$ cat src/rtl/raygroup_dispatch_arbiter.sv
// rtl/raygroup_dispatch_arbiter.sv - round-robin ray-group dispatch to units 01/10 with holdoff and watchdog
module raygroup_dispatch_arbiter #(
  parameter int HOLDOFF = 2,
  parameter int TIMEOUT = 1023
) (
  input  logic        clk,
  input  logic        reset,
  input  logic        enable,
  input  logic        req_valid,
  input  logic [1:0]  req_group,
  output logic        req_ready,
  output logic [1:0]  raygroup01,
  output logic        raygroupvalid01,
  input  logic        busy01,
  output logic [1:0]  raygroup10,
  output logic        raygroupvalid10,
  input  logic        busy10,
  input  logic        rgResultReady,
  input  logic [1:0]  rgResultSource,
  output logic        idle,
  output logic [1:0]  timeout_err,
  output logic        stray_result,
  output logic [15:0] dispatch_count
);

  typedef enum logic [1:0] {S_IDLE = 2'd0, S_HOLD = 2'd1, S_WAIT = 2'd2} state_t;

  // index 0 = unit 01, index 1 = unit 10
  state_t      state_q [2];
  state_t      state_d [2];
  logic [3:0]  hold_q  [2];
  logic [3:0]  hold_d  [2];
  logic [15:0] wd_q    [2];
  logic [15:0] wd_d    [2];
  logic [15:0] wd_inc  [2];
  logic [1:0]  busy_v;
  logic [1:0]  res_hit;
  logic [1:0]  elig;
  logic [1:0]  grant;
  logic [1:0]  tmo_hit;
  logic        last_q;   // 1 = unit 10 was granted last

  assign busy_v     = {busy10, busy01};
  assign res_hit[0] = rgResultReady && (rgResultSource == 2'b01);
  assign res_hit[1] = rgResultReady && (rgResultSource == 2'b10);

  always_ff @(posedge clk) begin
    if (!reset) begin
      for (int i = 0; i < 2; i++) begin
        state_q[i] <= S_IDLE;
        hold_q[i]  <= 4'd0;
        wd_q[i]    <= 16'd0;
      end
      raygroup01      <= 2'b00;
      raygroup10      <= 2'b00;
      raygroupvalid01 <= 1'b0;
      raygroupvalid10 <= 1'b0;
      timeout_err     <= 2'b00;
      stray_result    <= 1'b0;
      dispatch_count  <= 16'd0;
      last_q          <= 1'b1;
    end else begin
      for (int i = 0; i < 2; i++) begin
        state_q[i] <= state_d[i];
        hold_q[i]  <= hold_d[i];
        wd_q[i]    <= wd_d[i];
      end
      if (grant[0]) raygroup01 <= req_group;
      if (grant[1]) raygroup10 <= req_group;
      raygroupvalid01 <= grant[0];
      raygroupvalid10 <= grant[1];
      timeout_err     <= timeout_err | tmo_hit;
      if ((res_hit[0] && state_q[0] == S_IDLE) || (res_hit[1] && state_q[1] == S_IDLE))
        stray_result <= 1'b1;
      if (|grant) begin
        dispatch_count <= dispatch_count + 16'd1;
        last_q         <= grant[1];
      end
    end
  end

  // A result outranks a same-cycle timeout so no error is flagged for it.
  always_comb begin
    for (int i = 0; i < 2; i++) begin
      state_d[i] = state_q[i];
      hold_d[i]  = hold_q[i];
      wd_d[i]    = wd_q[i];
      wd_inc[i]  = wd_q[i] + 16'd1;
      tmo_hit[i] = 1'b0;
      case (state_q[i])
        S_IDLE: begin
          if (grant[i]) begin
            state_d[i] = S_HOLD;
            hold_d[i]  = 4'(HOLDOFF);
            wd_d[i]    = 16'd0;
          end
        end
        S_HOLD, S_WAIT: begin
          if (res_hit[i]) begin
            state_d[i] = S_IDLE;
            hold_d[i]  = 4'd0;
            wd_d[i]    = 16'd0;
          end else if (wd_inc[i] == 16'(TIMEOUT)) begin
            state_d[i] = S_IDLE;
            hold_d[i]  = 4'd0;
            wd_d[i]    = 16'd0;
            tmo_hit[i] = 1'b1;
          end else begin
            wd_d[i] = wd_inc[i];
            if (state_q[i] == S_HOLD) begin
              hold_d[i] = hold_q[i] - 4'd1;
              if (hold_q[i] == 4'd1) state_d[i] = S_WAIT;
            end
          end
        end
        default: begin
          state_d[i] = S_IDLE;
          hold_d[i]  = 4'd0;
          wd_d[i]    = 16'd0;
        end
      endcase
    end
  end

  always_comb begin
    for (int i = 0; i < 2; i++)
      elig[i] = reset && enable && (state_q[i] == S_IDLE) && !busy_v[i];
    req_ready = |elig;
    idle      = !reset || (state_q[0] == S_IDLE && state_q[1] == S_IDLE);
    grant     = 2'b00;
    if (req_valid && req_ready) begin
      if (elig[0] && (!elig[1] || last_q)) grant = 2'b01;
      else                                 grant = 2'b10;
    end
  end

endmodule

$ cat config.mk
export PLATFORM = sky130hd
export DESIGN_NAME = raygroup_dispatch_arbiter
export DESIGN_NICKNAME = d
export VERILOG_FILES = /design/src/rtl/raygroup_dispatch_arbiter.sv
export SDC_FILE = /design/constraint.sdc
export NUM_CORES = 1
export LEC_CHECK = 0
export ABC_AREA = 1
export BUFFER_PORTS_ARGS = -buffer_cell sky130_fd_sc_hd__buf_4
export CORE_ASPECT_RATIO = 1.4
export CORE_MARGIN = 2
export CORE_UTILIZATION = 54
export DETAILED_ROUTE_END_ITERATION = 6
export PLACE_DENSITY_LB_ADDON = 0.12
export SLEW_MARGIN = 20
export SYNTH_ARGS = -nofsm -noshare
export SYNTH_HDL_FRONTEND = slang
export SYNTH_SLANG_ARGS = --single-unit
$ cat constraint.sdc
create_clock -name clk -period 1.9 [get_ports clk]
set_clock_uncertainty 0.05 [all_clocks]
set_input_delay 0.095 -clock clk [delete_from_list [all_inputs] [get_ports clk]]
set_output_delay 0.095 -clock clk [all_outputs]
set_load 0.01 [all_outputs]
==> results of run 1 <==
[flip-flops by register name, summed over array words and instances (netlist names)]
signal and count:
timeout_err 2, stray_result 1, raygroup01 2, raygroupvalid01 1
hold_q 8, raygroupvalid10 1, dispatch_count 16, last_q 1
raygroup10 2, wd_q 32, state_q 4
[worst max-delay path, stage by stage, from the launching register on]
cell and delay, ps:
dfxtp_1 430, nand2_1 110, nor2_2 170, inv_1 70, o21bai_1 160, nand2_1 120, nand2_1 120, nor2_2 60
nand4_4 70, nand2_2 70, nor2_4 230, buf_16 180, nand3_2 70, a21oi_1 140
[metrics by stage]
step | util | hold slack, ps
floorplan | - | 178
global placement | 0.685 | 282
detailed placement | 0.685 | 287
CTS | 0.771 | 98.8
global route | 0.808 | 123
finish | 0.808 | 120
[cell families after synthesis]
family | Yosys count | share of synthesized area
xor gates and xnor gates | 6 | 0.0142
and+or+nand+nor | 366 | 0.403
buffers and inverters | 90 | 0.0867
DFF | 70 | 0.331
adders and majority gates | 15 | 0.0444
AOI/OAI and AO/OA | 82 | 0.120
[report_power, final]
group          leakage (nW)  total (mW)  switching [mW]  internal, mW
logic                  1.89        2.38            1.41         0.964
registers             0.576        1.66          0.0788          1.59
clock network         0.110        1.40           0.621         0.778
total                  2.57        5.44            2.11          3.33
[routing by layer]
metal / GRT usage / wire, um
met1: 0.296 / 4670
met2: 0.538 / 6780
met3: 0.0596 / 458
met4: 0.124 / 433
met5: 0 / 0
[placed cells by master, fill, tap and decap left out, types with 12 or more instances in the layout]
| cell | count |
|---|---|
| a21oi_1 | 27 |
| a21oi_2 | 18 |
| buf_4 | 124 |
| buf_6 | 12 |
| dfxtp_1 | 52 |
| dfxtp_2 | 15 |
| inv_1 | 65 |
| nand2_1 | 145 |
| nand2_2 | 32 |
| nand3_1 | 33 |
| nand3_2 | 20 |
| nand4_1 | 13 |
| nor2_1 | 49 |
| nor2_2 | 30 |
| nor2_4 | 13 |
| o21ai_0 | 12 |
[area by class of cell]
class	count	share of cell area
Multi-Input combinational cell	469	0.474
Inverter	78	0.0504
Clock inverter	5	0.0132
Sequential cell	70	0.232
Timing Repair inverter	1	0.00142
Timing Repair Buffer	141	0.187
Tap cell	100	0.0202
Clock buffer	11	0.0229
[path summary, 6_finish.rpt]
check	slack, ps	cells past startpoint	startpoint	endpoint
setup / recovery	-210	13	wd_q[0][25]	wd_q[0][31]
hold / removal	120	4	req_valid	dispatch_count[2]
setup reg to reg	-210	13	wd_q[0][25]	wd_q[0][31]
hold reg to reg	440	1	timeout_err[1]	timeout_err[1]
[what timing repair did]
item | in CTS | in global routing
resized for setup | 69 | 80
gates cloned | 2 | 0
buffers inserted | 17 | 7
endpoints found under the setup margin | 50 | 55
pin swaps | 29 | 29
hold buffers | 2 | 0
endpoints found under the hold margin | 4 | 0
==> flow_summary.toml, run 1 <==
[outcome]
status = "complete, but fails checks"
violations = "setup timing"

[global_route]
track_usage = 0.283
antenna_found_initial = 0
grt_max_degree = 37
overflow = 0
grt_pass1_wl_um = 19400
first_global_vias = 4433

[detailed_routing]
firstDrtPassIters = 7
drtAntennaViolNets = 0
dr.first_iter.drc_count = 291
drc = 0
routed_wl_um = 12300
wl_per_cell_um = 14.1
vias = 4671
viasPerCell = 5.34

[synth]
synth-async-reset-ratio = 0
netlist_top_cells_count = "172 x nand2_1, 76 x nor2_1, 72 x inv_1"
synth_enable_flop_cells = 0
ys_types = 43
netlist_top_cells_area = "dfxtp_1 33%, nand2_1 15%, nor2_1 6.7%, inv_1 6.4%, nand3_1 5.9%"
ys_ff_latch = 70
yosysSeqAreaShare = 0.331
synth_ff_type = "dfxtp_1"
netlist_area_um2 = 4230
yosysMostFrequentCell = "nand2_1"
synth-warning-count = 0
synth_nets = 655
syn_inst = 629
avgSynthCellArea_um2 = 6.72
synth_top_area_share = 0.331
yosysTopAreaCell = "dfxtp_1"

[clock_tree]
root_buffer = "clkbuf_8"
cts_tree = "built"
clockBufferDepth = 2
clkSlewWorstSetupHoldPaths_ps = 80
htreeDepth = 3
clk_latency_ps = 360
cts_made_buffers = 9
cts.sink_count = 70

[floorplan]
core-area_um2 = 7650
start_util = 0.552
die-area_um2 = 8570
die_x_um = 78.8
die_h_um = 109
rows = 38
io_pins = 38

[placed_design]
pre_cts_slack_ps = -233
place_area_um2 = 5250
gp_congestion = 0.890
place_inst = 832
io_buffers = 37
hpwlAfterDp_um = 7620

[pwr]
ir_drop_mv = 0.694
leakage_nw = 2.57
power_density_nw_per_um2 = 880
p_total_mw = 5.44

[sta]
maxSlewViolCount = 0
finalHoldViolCount = 0
final.setup.worst_slack_ps = -214
rsz0062_at_grt = "yes"
setup_viol = 50
timing.fmax_mhz = 473
worst_slew_pin_slew_ps = 540
relSlewSlack = 0.640
fin_crit_ps = 2110
setup_tns_ps = -7850
fin_crit_sh = 1.11

[cells_and_area]
area_growth_pct = 46.2
drive_gt1_frac = 0.428
final_nets = 796
multi_input_area_um2 = 2930
layout.cells.non_filler = 875
antenna_cells = 0
seq_area_um2 = 1430
design_area_um2 = 6180
n_fill_cell = 495

[setup_path]
end_kind = "flop"
crit_required_ps = 2140
startpoint_type = "flop"
cp_max_fo = 8
critPathKind = "flop to flop"
arrival_ps = 2350

[worst_hold_path]
min_path_type = "input pin to flop"

[job]
maxCapViolations = 0
Power figures use the tool's default switching activity.
==> inputs of run 2 (changes only) <==
--- a/config.mk
+++ b/config.mk
@@ -9,7 +9,7 @@
 export BUFFER_PORTS_ARGS = -buffer_cell sky130_fd_sc_hd__buf_4
 export CORE_ASPECT_RATIO = 1.4
 export CORE_MARGIN = 2
-export CORE_UTILIZATION = 54
+export CORE_UTILIZATION = 60
 export DETAILED_ROUTE_END_ITERATION = 6
 export PLACE_DENSITY_LB_ADDON = 0.12
 export SLEW_MARGIN = 20
==> constraint.sdc (replaced) <==
create_clock -name clk -period 2.6 [get_ports clk]
set_clock_uncertainty 0.05 [all_clocks]
set_input_delay 0.13 -clock clk [delete_from_list [all_inputs] [get_ports clk]]
set_output_delay 0.13 -clock clk [all_outputs]
set_load 0.01 [all_outputs]
==> flow_summary.toml, run 2 (same netlist as run 1, synthesis figures left out) <==
[detailed_routing]
dr.first_iter.drc_count = 177
vias = 4027
drc = 0
firstDrtPassIters = 4
routed_wl_um = 9200
drtAntennaViolNets = 0
viasPerCell = 5.22
wl_per_cell_um = 11.9

[clock_tree]
cts_tree = "built"
clkSlewWorstSetupHoldPaths_ps = 80
cts.sink_count = 70
clk_latency_ps = 350
clockBufferDepth = 2
root_buffer = "clkbuf_8"
cts_made_buffers = 9
htreeDepth = 3

[pwr]
p_comb_frac = 0.352
ir_drop_mv = 0.404
p_sw_frac = 0.388
clkPwrFrac = 0.253
internal_power_mw = 1.87
leakage_nw = 1.89
p_total_mw = 3.06
power_density_nw_per_um2 = 640
p_switching_mw = 1.19
p_seq_frac = 0.394

[sta]
worst_slew_pin_slew_ps = 497
maxSlewViolCount = 0
setup_viol = 0
finalHoldViolCount = 0
fin_crit_sh = 0.900
timing.fmax_mhz = 427
fin_crit_ps = 2340
relSlewSlack = 0.668
setup_tns_ps = 0
rsz0062_at_grt = "no"

[cells_and_area]
final_common_cell = "nand2_1"
largest_register_ffs = 32
drive_gt1_frac = 0.176
largest_register = "wd_q"
final_nets = 698
top_regs = "wd_q x32, dispatch_count x16, hold_q x8"
mostFrequentLayoutCells = "172 x nand2_1, 75 x nor2_1, 72 x inv_1, 70 x dfxtp_1, 50 x nand3_1"
design_area_um2 = 4790
area_growth_pct = 13.2
layout.cells.non_filler = 772
antenna_cells = 0

[outcome]
status = "complete, no violations"

[setup_path]
arrival_ps = 2530
crit_required_ps = 2790
crit_chain = "inv_1, ha_1, inv_2, o22ai_2, nand3_2, nor2_2, nand4_1, nor2_4, nand3_1, nor2_1, nand2_1, and3_1"
rrSetupSlack_ps = 260
cp_num_buf_inv = 2
reg2reg_from = "state_q[0][1]"
slowest_delay_ps = 310
critPathTopFamily = "simple AND/OR/NAND/NOR gates"
crit_cells = 12
cp_max_fo = 5
critPathKind = "flop to flop"
critPathSlowestCell = "dfxtp_1"
r2r-end = "dispatch_count[14]"
end_kind = "flop"
reg2regPathDepth = 12
startpoint_type = "flop"

[worst_hold_path]
min_path_type = "input pin to flop"
hold_start = "req_valid"
hold_path_end = "raygroupvalid01"
holdPathStages = 3

[job]
maxCapViolations = 0

[global_route]
overflow = 0
first_global_vias = 3714
grt_max_degree = 33
track_usage = 0.254
antenna_found_initial = 0
grt_pass1_wl_um = 15500

[placed_design]
place_inst = 754
io_buffers = 37
place_area_um2 = 4590
hpwlAfterDp_um = 6840
gp_congestion = 0.907

[floorplan]
die_h_um = 103
core-area_um2 = 6890
rows = 36
die-area_um2 = 7750
die_x_um = 75.0
start_util = 0.614
io_pins = 38
## run 2: changes by cell type in the layout (fill, tap and decap cells not counted), sizes merged
cell / previous run / this run
clkinv: 4 / 3
bufinv: 2 / 0
buf: 139 / 42
clkbuf: 11 / 13
clkinvlp: 1 / 2
inv: 77 / 76
## run 2: repair_timing
action / CTS / global route
hold endpoints to repair: 4 / 0
setup buffers: 0 / 0
resized for setup: 0 / 2
setup endpoints to repair: 0 / 4
hold buffers: 2 / 0
## run 2: power groups by stage
| stage | Sequential, mW | Combinational (mW) | Clock (mW) |
|---|---|---|---|
| 2_1_floorplan | 1.22 | 0.850 | 0 |
| 3_3_place_gp | 1.23 | 1.05 | 0 |
| 3_5_place_dp | 1.23 | 1.08 | 0 |
| 4_1_cts | 1.21 | 1.08 | 0.799 |
| 5_1_grt | 1.21 | 1.21 | 0.836 |
| 6_report | 1.21 | 1.08 | 0.776 |
## run 2: metal layers
layer / vias to the layer above / wire length, um / track usage
met5: - / 0 / 0
met4: 0 / 253 / 0.126
met3: 23 / 215 / 0.0359
met2: 53 / 4830 / 0.468
met1: 1846 / 3900 / 0.276
li1: 2105 / - / -
## run 2: worst register-to-register path: stages (launching register included)
cell and delay (ps):
dfxtp_1 310, inv_1 100, ha_1 250, inv_2 80
o22ai_2 190, nand3_2 150, nor2_2 210, nand4_1 220
nor2_4 190, nand3_1 150, nor2_1 130, nand2_1 60
and3_1 160
## run 2: area by class of cell
cell class              instances  area (um2)
fillers                       617        2100
multi-input cells             469        2470
clock buffers                  13         149
inverters                      78         295
clock inverters                 3        20.0
well taps                      95         119
repair buffers                 44         335
flip-flops and latches         70        1400
## run 2: per-stage QoR
stage | util | setup WS, ps | hold WS, ps
5_1_grt | 0.695 | 8.50 | 31.5
6_report | 0.695 | 260 | 20.1
4_1_cts | 0.694 | 237 | 5.16
2_1_floorplan | - | 608 | 213
3_5_place_dp | 0.666 | 262 | 322
3_3_place_gp | 0.666 | 364 | 318
## run 2: how the worst max path moves through the flow
stage                  start                  to  slack (ps)
2_1_floorplan  state_q[0][1]  dispatch_count[14]         610
3_3_place_gp   state_q[0][1]  dispatch_count[14]         360
3_5_place_dp   state_q[0][1]  dispatch_count[14]         260
4_1_cts        state_q[0][1]  dispatch_count[14]         240
5_1_grt        state_q[0][2]  dispatch_count[14]           8
6_report       state_q[0][1]  dispatch_count[14]         260
==> inputs of run 3 (changes only) <==
--- a/config.mk
+++ b/config.mk
@@ -5,7 +5,6 @@
 export SDC_FILE = /design/constraint.sdc
 export NUM_CORES = 1
 export LEC_CHECK = 0
-export ABC_AREA = 1
 export BUFFER_PORTS_ARGS = -buffer_cell sky130_fd_sc_hd__buf_4
 export CORE_ASPECT_RATIO = 1.4
 export CORE_MARGIN = 2
==> flow_summary.toml, run 3 <==
[cells_and_area]
area_growth_pct = 17.6
largest_register = "wd_q"
layout.cells.non_filler = 674
n_fill_cell = 514
seq_area_um2 = 1400
antenna_cells = 0
final_common_cell = "dfxtp_1"
design_area_um2 = 4830
multi_input_area_um2 = 2520
mostFrequentLayoutCells = "68 x dfxtp_1, 63 x nand2_1, 62 x buf_4, 46 x nor2_1, 41 x nand3_1"
largest_register_ffs = 32
top_regs = "wd_q x32, dispatch_count x16, hold_q x8"
final_nets = 603
drive_gt1_frac = 0.174

[setup_path]
cp_num_buf_inv = 1
cp_max_fo = 6
startpoint_type = "flop"
arrival_ps = 2670
slowest_delay_ps = 380
end_kind = "flop"
critPathSlowestCell = "dfxtp_2"
crit_cells = 9
critPathKind = "flop to flop"
crit_required_ps = 2790
reg2regPathDepth = 9
crit_chain = "ha_2, nand3_1, or2_4, a221o_1, and4_1, a31oi_4, buf_4, nand2b_1, o41ai_2"
critPathTopFamily = "compound AO/OA/AOI/OAI gates"

[clock_tree]
root_buffer = "clkbuf_8"
cts_made_buffers = 9
cts_tree = "built"
htreeDepth = 3
clockBufferDepth = 2
clkSlewWorstSetupHoldPaths_ps = 80
cts.sink_count = 70
clk_latency_ps = 350
postCtsSetupRepairBufs = 0

[detailed_routing]
drc = 0
drtAntennaViolNets = 0
wl_per_cell_um = 14.6
vias = 4010
viasPerCell = 5.95
dr.first_iter.drc_count = 175
routed_wl_um = 9850
firstDrtPassIters = 5

[synth]
synth_enable_flop_cells = 0
netlist_top_cells_count = "70 x dfxtp_1, 63 x nand2_1, 46 x nor2_1"
synth_top_area_share = 0.341
yosysMostFrequentCell = "dfxtp_1"
synth_nets = 551
avgSynthCellArea_um2 = 7.83
ys_types = 67
netlist_area_um2 = 4110
synth_fa_ha_area_frac = 0.0456
ys_ff_latch = 70
synth_top_family_by_area = "simple AND/OR/NAND/NOR gates"
synth-async-reset-ratio = 0
yosysTopAreaCell = "dfxtp_1"
netlist_top_cells_area = "dfxtp_1 34%, nand2_1 5.8%, nand3_1 5.0%, ha_1 4.6%, nor2_1 4.2%"
synth-compound-area-share = 0.163
synth-warning-count = 0
yosys.area_share.simple = 0.335
synth-xor-area-share = 0.0533
synthMuxAreaShare = 0.00974
yosysSeqAreaShare = 0.341
synth_ff_type = "dfxtp_1"
syn_inst = 525

[global_route]
overflow = 0
grt_pass1_wl_um = 16100
antenna_found_initial = 0
grt_max_degree = 22
track_usage = 0.268
first_global_vias = 3746

[placed_design]
io_buffers = 37
hpwlAfterDp_um = 7040
gp_congestion = 0.926
place_inst = 655
place_area_um2 = 4590

[pwr]
power_density_nw_per_um2 = 457
ir_drop_mv = 0.316
leakage_nw = 1.66

[floorplan]
start_util = 0.622
rows = 35
die_h_um = 102
die-area_um2 = 7540
die_x_um = 74.0
io_pins = 38
core-area_um2 = 6610

[worst_hold_path]
min_path_type = "input pin to flop"
holdPathStages = 2

[job]
maxCapViolations = 0

[sta]
timing.fmax_mhz = 402
finalHoldViolCount = 0
setup_tns_ps = 0
worst_slew_pin_slew_ps = 454
maxSlewViolCount = 0
relSlewSlack = 0.696
fin_crit_ps = 2490
fin_crit_sh = 0.956
setup_viol = 0

[outcome]
status = "complete, no violations"
==> run 3: changes by cell type after synthesis, sizes merged, moves of 15 or more <==
cell	before	now
nand2	187	64
a21oi	46	27
nor2	92	46
inv	76	23
xnor2	1	16
nand3	61	41
==> run 3: per-layer routing <==
layer | wire, um | GRT usage | vias to the layer above
met1 | 4020 | 0.296 | 1908
met3 | 264 | 0.0286 | 17
met2 | 5370 | 0.493 | 85
met4 | 196 | 0.138 | 0
li1 | - | - | 2000
met5 | 0 | 0 | -
==> run 3: final timing paths <==
path	startpoint	end	slack (ps)
max	wd_q[0][16]	hold_q[0][4]	110
max reg2reg	wd_q[0][16]	hold_q[0][4]	110
min reg2reg	raygroup10[1]	raygroup10[1]	430
min	reset	last_q	50
==> run 3: area by class of cell <==
cell class / instances / area share
Sequential cell: 70 / 0.290
Clock inverter: 6 / 0.00906
Inverter: 24 / 0.0186
Multi-Input combinational cell: 405 / 0.521
Clock buffer: 10 / 0.0285
Timing Repair Buffer: 67 / 0.109
Tap cell: 92 / 0.0238
==> run 3: where the power goes <==
group          internal (mW)  total [mW]  leakage (nW)  switching [mW]
combinational          0.103       0.278          1.01           0.175
clock                  0.377       0.833        0.0930           0.455
sequential              1.09        1.10         0.566          0.0121
total                   1.57        2.21          1.66           0.643
==> run 3: kinds of logic (layout without fill, tap and decap cells) <==
logic type                 count (synthesis)  count (layout)
AOI/OAI and AO/OA                         99              99
and+or+nand+nor                          262             262
muxes                                      4               4
adders and majority gates                 15              15
DFF                                       70              70
buffers and inverters                     50             107
xor gates and xnor gates                  25              25
==> run 3: per-stage QoR <==
step	utilization	setup WS (ps)	hold WS, ps	power, mW
detailed placement	0.695	53.5	313	1.39
finish	0.731	113	48.4	2.21
global placement	0.695	161	288	1.38
global route	0.731	-25.1	54.1	2.27
CTS	0.728	53.1	45.3	2.20
floorplan	-	71.2	189	1.29
==> run 3: what timing repair did <==
action,in CTS,in global routing
hold buffers,3,0
cloned,0,0
endpoints found under the hold margin,5,0
resized for setup,3,4
endpoints found under the setup margin,1,13
